`src/rtl/div_seq.sv`:
```
// Sequential radix-2 restoring divider for DIV/DIVU: one quotient bit per clock,
// quotient to LO (q), remainder to HI (r), sign fix-up in a final cycle.
module div_seq #(
   parameter int WIDTH = 32
) (
   input  logic             clk,
   input  logic             rst,
   input  logic             start,
   input  logic             sign,
   input  logic [WIDTH-1:0] dividend,
   input  logic [WIDTH-1:0] divisor,
   output logic [WIDTH-1:0] q,
   output logic [WIDTH-1:0] r,
   output logic             busy,
   output logic             done,
   output logic             div_by_zero
);

   localparam int CW = (WIDTH > 1) ? $clog2(WIDTH) : 1;

   typedef enum logic [1:0] {IDLE, CALC, FIX} state_t;

   // Operand context captured on the accept edge
   typedef struct packed {
      logic             sgn;
      logic             neg_a;
      logic             neg_b;
      logic [WIDTH-1:0] orig;
      logic [WIDTH-1:0] mag_b;
   } op_t;

   state_t           state, state_nx;
   op_t              op;
   logic [WIDTH:0]   rem;
   logic [WIDTH-1:0] quo;
   logic [CW-1:0]    cnt;

   logic [WIDTH-1:0] abs_a, abs_b;
   logic [WIDTH:0]   rem_sh;
   logic             ge;
   logic [WIDTH-1:0] q_fix, r_fix;

   assign abs_a = (sign && dividend[WIDTH-1]) ? -dividend : dividend;
   assign abs_b = (sign && divisor[WIDTH-1])  ? -divisor  : divisor;

   // One restoring step: shift next dividend bit into the partial remainder
   assign rem_sh = {rem[WIDTH-1:0], quo[WIDTH-1]};
   assign ge     = (rem_sh >= {1'b0, op.mag_b});

   assign q_fix = (op.sgn && (op.neg_a != op.neg_b)) ? -quo : quo;
   assign r_fix = (op.sgn && op.neg_a) ? -rem[WIDTH-1:0] : rem[WIDTH-1:0];

   assign busy = (state != IDLE);

   always_ff @(posedge clk) begin
      if (rst) state <= IDLE;
      else     state <= state_nx;
   end

   always_comb begin
      state_nx = state;
      case (state)
         IDLE: if (start) state_nx = CALC;
         CALC: if (cnt == CW'(WIDTH-1)) state_nx = FIX;
         FIX:  state_nx = IDLE;
         default: state_nx = IDLE;
      endcase
   end

   always_ff @(posedge clk) begin
      if (rst) begin
         op          <= '0;
         rem         <= '0;
         quo         <= '0;
         cnt         <= '0;
         q           <= '0;
         r           <= '0;
         done        <= 1'b0;
         div_by_zero <= 1'b0;
      end else begin
         done <= 1'b0;
         case (state)
            IDLE: begin
               if (start) begin
                  op.sgn   <= sign;
                  op.neg_a <= sign & dividend[WIDTH-1];
                  op.neg_b <= sign & divisor[WIDTH-1];
                  op.orig  <= dividend;
                  op.mag_b <= abs_b;
                  quo      <= abs_a;
                  rem      <= '0;
                  cnt      <= '0;
               end
            end
            CALC: begin
               rem <= ge ? (rem_sh - {1'b0, op.mag_b}) : rem_sh;
               quo <= {quo[WIDTH-2:0], ge};
               cnt <= cnt + CW'(1);
            end
            FIX: begin
               done <= 1'b1;
               if (op.mag_b == '0) begin
                  q           <= '1;
                  r           <= op.orig;
                  div_by_zero <= 1'b1;
               end else begin
                  q           <= q_fix;
                  r           <= r_fix;
                  div_by_zero <= 1'b0;
               end
            end
            default: ;
         endcase
      end
   end

endmodule

```
`config.mk`:
```
export PLATFORM = sky130hd
export DESIGN_NAME = div_seq
export DESIGN_NICKNAME = d
export VERILOG_FILES = /design/src/rtl/div_seq.sv
export SDC_FILE = /design/constraint.sdc
export NUM_CORES = 1
export LEC_CHECK = 0
export BUFFER_PORTS_ARGS = -buffer_cell sky130_fd_sc_hd__clkbuf_2
export CAP_MARGIN = 25
export CELL_PAD_IN_SITES_DETAIL_PLACEMENT = 2
export CELL_PAD_IN_SITES_GLOBAL_PLACEMENT = 2
export CORE_MARGIN = 1
export CORE_UTILIZATION = 31
export CTS_CLUSTER_SIZE = 14
export DETAILED_ROUTE_END_ITERATION = 8
export PLACE_DENSITY = 0.85
export SLEW_MARGIN = 25
export SYNTH_ARGS = -nofsm -noshare
export SYNTH_HDL_FRONTEND = slang
export SYNTH_SLANG_ARGS = --single-unit
```
`constraint.sdc`:
```
create_clock -name clk -period 2.6 [get_ports clk]
set_input_delay 0.13 -clock clk [delete_from_list [all_inputs] [get_ports clk]]
set_output_delay 0.13 -clock clk [all_outputs]
set_load 0.01 [all_outputs]
```
---- Yosys cells after proc, flatten, opt, wreduce, memory -nomap -nowiden ----
Cells that the tools add are included.
word-level totals
  input bits .............................. 68
  logic and storage cells ................. 57
  memories ................................ 0
  output and inout bits ................... 67
  register bits ........................... 204
  bits in writable memories ............... 0
  ROM bits ................................ 0
  latch bits .............................. 0
cells by class
  shift operators ......................... 0
  reduce and logical (&&, ||, !) cells .... 11
  multiply operators ...................... 0
  bitwise gates (word level) .............. 2
  magnitude comparators ................... 1
  multiplexer cells ....................... 18
  add/sub/neg operators ................... 6
  equality and inequality tests ........... 6
  divide/modulo/power cells ............... 0
operators with widths
  kind                 count
  $mux 32              9
  $neg 32->32          4
  $pmux 32 s2          2
  $ge 33x32->1         1
  $logic_not 32->1     1
  $sub 32x32->32       1
  $pmux 5 s2           1
  $reduce_and 2->1     3
  $add 5x1->5 const B  1
  $eq 5x5->1 const B   1
  $mux 5               1
  $logic_and 1x1->1    4
  $mux 2               2
  $ne 2x2->1 const B   2
  $pmux 2 s2           1
  $reduce_bool 2->1    2
  $and 1x1->1          2
  $eq 2x1->1 const B   1
  $eq 2x2->1 const B   1
  $logic_not 2->1      1
  $mux 1               2
  $ne 1x1->1           1

---- Depth between registers and ports, before layout ----
  depth after elaboration ................. 4
  gate-level depth with buffers ........... 13
  gate-level depth less buffers ........... 12

---- Worst setup path before layout ----
No wires, ideal clock.
  path kind ............................... flip-flop to flip-flop
  from .................................... register rem[25]
  to ...................................... register rem[11]
  period minus slack after synthesis ...... 2.710 ns
  arrival ................................. 2.625 ns
  path buffers ............................ 3
  slack ................................... -0.110 ns
  required time ........................... 2.514 ns
  setup time .............................. 0.086 ns
  stages on the path, launching flop included .. 13
  cells stage by stage .................... dfxtp_1 > ha_1 > clkbuf_1 > and3_1 > and2_1 > a221oi_1 > o21ai_0 > a31o_2 > a21o_1 > buf_2 > buf_4 > mux2i_1 > a211oi_1
on the way
  longest elaborated chain between the ends .. 3
RTL lines
  element                 line  source
  from (decl)             34    logic [WIDTH:0] rem;
  from (signal assigned)  96    rem <= ge ? (rem_sh - {1'b0, op.mag_b}) : rem_sh;
  $ge 33x32->1            48    assign ge = (rem_sh >= {1'b0, op.mag_b});
  $mux 32                 96
  $pmux 32 s2             82    case (state)
No other way between the ends.
A chain may end at the register's enable or synchronous reset.

---- Worst setup path after layout ----
  from .................................... register op[26] in the netlist's numbering
  to ...................................... register rem[2]
on the way
  longest elaborated chain between the ends .. 3
RTL lines
  element       line  source
  from (decl)   33    op_t op;
  $ge 33x32->1  48
  $mux 32       96
  $pmux 32 s2   82
No other way between the ends.

==> run_results.csv <==
group,metric,value,unit
outcome,status,"complete, but fails checks",
outcome,violations,"negative hold slack, negative setup slack",
flow_run,maxCapViolCount,0,
floorplanning,chipWidth,199,um
finish,final_cells,2475,
finish,areaGrowthSynthToFinish,51.1,%
placement,dpl.cell_count,2329,
route,drc_errors,0,
global_route,grt_max_degree,118,
placement,place_area,0.0148,mm2
clock_network,cts_root_buf,"clkbuf_16",
critical_path,worstPathArrival,3680,ps
sta,max_slew_margin,44.2,%
route,detail-route-antenna-nets,0,
synth,synth-seq-cells,204,
placement,gp_congestion,0.859,
clock_network,cts_buffer_depth,3,
route,vias,15700,
global_route,overflow,0,
critical_path,crit_fanout,6,
finish,drive_above_1_share,35.6,%
synth,syn-mean-instance-area,7.70,um2
hold_path,hold_class,"in2reg",
clock_network,cts.sinks,204,
critical_path,crit_path_start_kind,"flip-flop",
pwr,ir_drop,0.000570,V
synth,yosysWarnings,0,
finish,layout_commonest_cell,"buf_4",
global_route,grt_first_pass_wirelength,106000,um
global_route,gr-usage-all-layers,35.3,%
critical_path,required,3000,ps
synth,synth.cell_area,0.0121,mm2
sta,fmax,0.304,GHz
sta,setup_ws,-689,ps
floorplanning,rows,71,
placement,numPortBuffers,134,
synth,syn-num-nets,1676,
finish,layout_common_cells,"buf_4 (224), dfxtp_1 (174), nand2_1 (173), a21oi_1 (167), nor2_1 (166)",
sta,timing.final.crit_period,3290,ps
clock_network,cts.reportedPaths.clkPinSlew,70,ps
clock_network,numCtsBuffers,26,
global_route,antenna_found_initial,1,
finish,fin_area,0.0183,mm2
critical_path,endpoint_kind,"flip-flop",
synth,synth-edff-count,0,
placement,dpl.hpwl,38900,um
pwr,p_leak,7.12,nW
synth,ys.flop_type,"dfxtp_1",
finish,diodes,0,
floorplanning,coreArea,0.0380,mm2
synth,synth_cells,1569,
finish,final_nets,2051,
sta,drv_slew,0,
sta,tightestPinTransition,836,ps
sta,finalHoldViolCount,1,
route,via_per_inst,6.34,
global_route,grt_pass1_vias,16500,
route,firstDrtPassIters,6,
clock_network,cts_tree,"built",
synth,synthArstFlopShare,0,%
synth,synth_cell_types,61,
pwr,power.density,1030,mW/mm2
route,wl_per_cell,34.0,um
synth,yosysSeqAreaShare,33.8,%
sta,rsz0062_at_grt,"true",
clock_network,clkLatencyLatePin,600,ps
sta,whs,-5.75,ps
sta,period_share,126,%
floorplanning,start_util,31.8,%
floorplanning,die-area,0.0398,mm2
sta,setup_viol,61,
floorplanning,die_h,199,um
clock_network,htree_levels,1,
route,drt_iter0_markers,1226,
critical_path,path_class,"reg2reg",
sta,fin_skew,34.8,ps
route,drt_wl_total,84200,um
floorplanning,ioPinCount,135,
==> sequential cells by signal, summed over array words and instances, names as in the netlist <==
register,count
cnt,5
q,32
div_by_zero,1
quo,32
done,1
op,67
r,32
state,2
rem,32
==> cells by family after synthesis <==
kind of cell / Yosys count / share of synthesized area (%)
AO/OA/AOI/OAI: 493 / 25.7
multiplexers: 23 / 1.93
flip-flops: 204 / 33.8
buffers and inverters: 153 / 4.82
XOR/XNOR: 136 / 9.85
adder cells (fa/ha/maj): 39 / 4.10
AND/OR/NAND/NOR: 521 / 19.8
==> worst max-delay path, stage by stage, from the launching register on <==
cell	delay, ps
dfxtp_2	360
inv_2	70
ha_4	230
a21o_1	190
a21o_1	270
a221oi_4	430
o21ai_2	100
a31o_4	230
a21o_4	270
clkbuf_16	190
mux2i_1	140
o21ai_0	610
==> synth_stat cells (6+ instances only) <==
master    count  area [um2]
a211oi_1     73         548
a21o_1       11        82.6
a21oi_1     189         946
a221oi_1      7        61.3
a22oi_1      27         203
a311oi_1     21         184
a31oi_1      16         100
and2_1       13        81.3
and3_1       10        62.6
buf_1         9        33.8
clkbuf_1     83         312
dfxtp_1     204        4080
ha_1         38         475
inv_1        56         210
mux2i_1      21         210
nand2_1     182         683
nand2b_1      9        56.3
nand3_1      16        80.1
nand4_1       9        56.3
nor2_1      179         672
nor2b_1       7        43.8
nor3_1       29         145
nor4_1       21         131
o211ai_1     11        82.6
o21ai_0      59         295
o21bai_1      6        45.0
o22ai_1      22         138
o31ai_1      20         150
o41ai_1       9        78.8
or3_1        12        75.1
or4_1         9        67.6
xnor2_1      76         666
xor2_1       60         526
==> final cells by class <==
| class | count | area (um2) |
|---|---|---|
| tap | 511 | 639 |
| clock buffer | 34 | 731 |
| fill | 4045 | 19800 |
| timing repair buffer | 444 | 3360 |
| inverter | 56 | 213 |
| multi-input combinational | 1212 | 8920 |
| clock inverter | 14 | 270 |
| sequential | 204 | 4130 |
==> repair_timing <==
item | CTS | global route
hold endpoints to repair | 74 | 0
resized for setup | 107 | 235
pin swaps | 45 | 86
setup buffers | 14 | 31
cloned | 1 | 1
hold buffers | 56 | 0
endpoints found under the setup margin | 61 | 93
==> where the power goes <==
group	switching, mW	internal [mW]	total [mW]	leakage, nW
clock network	1.82	2.69	4.51	0.486
registers	0.384	3.38	3.77	1.68
logic	5.96	4.63	10.6	4.96
==> metrics by stage <==
step	power, mW	utilization (%)	TNS (ps)	setup slack, ps
final	18.9	48.0	-11270	-689
after CTS	15.2	44.7	-195	-133
after global placement	9.37	38.8	-2910	-205
after detailed placement	9.71	38.8	-9650	-322
after floorplan	7.13	-	-184	-17.7
after global routing	19.1	48.0	-14040	-691
==> per-layer routing <==
layer	vias up	part of all wire, %	routed length [um]	global-route usage (%)
met5	-	0.013	11	0
met4	2	9.3	7810	20.4
met3	513	6.4	5380	4.98
met2	991	49	41600	65.8
met1	7800	35	29400	37.7
li1	6374	-	-	-
==> path summary, 6_finish.rpt <==
kind / cells past startpoint / startpoint / to / slack, ps
max: 11 / op[26] / rem[2] / -690
min reg2reg: 2 / r[3] / r[3] / 480
min: 3 / divisor[13] / op[13] / -6
max reg2reg: 11 / op[26] / rem[2] / -690
Power figures use the tool's default switching activity.
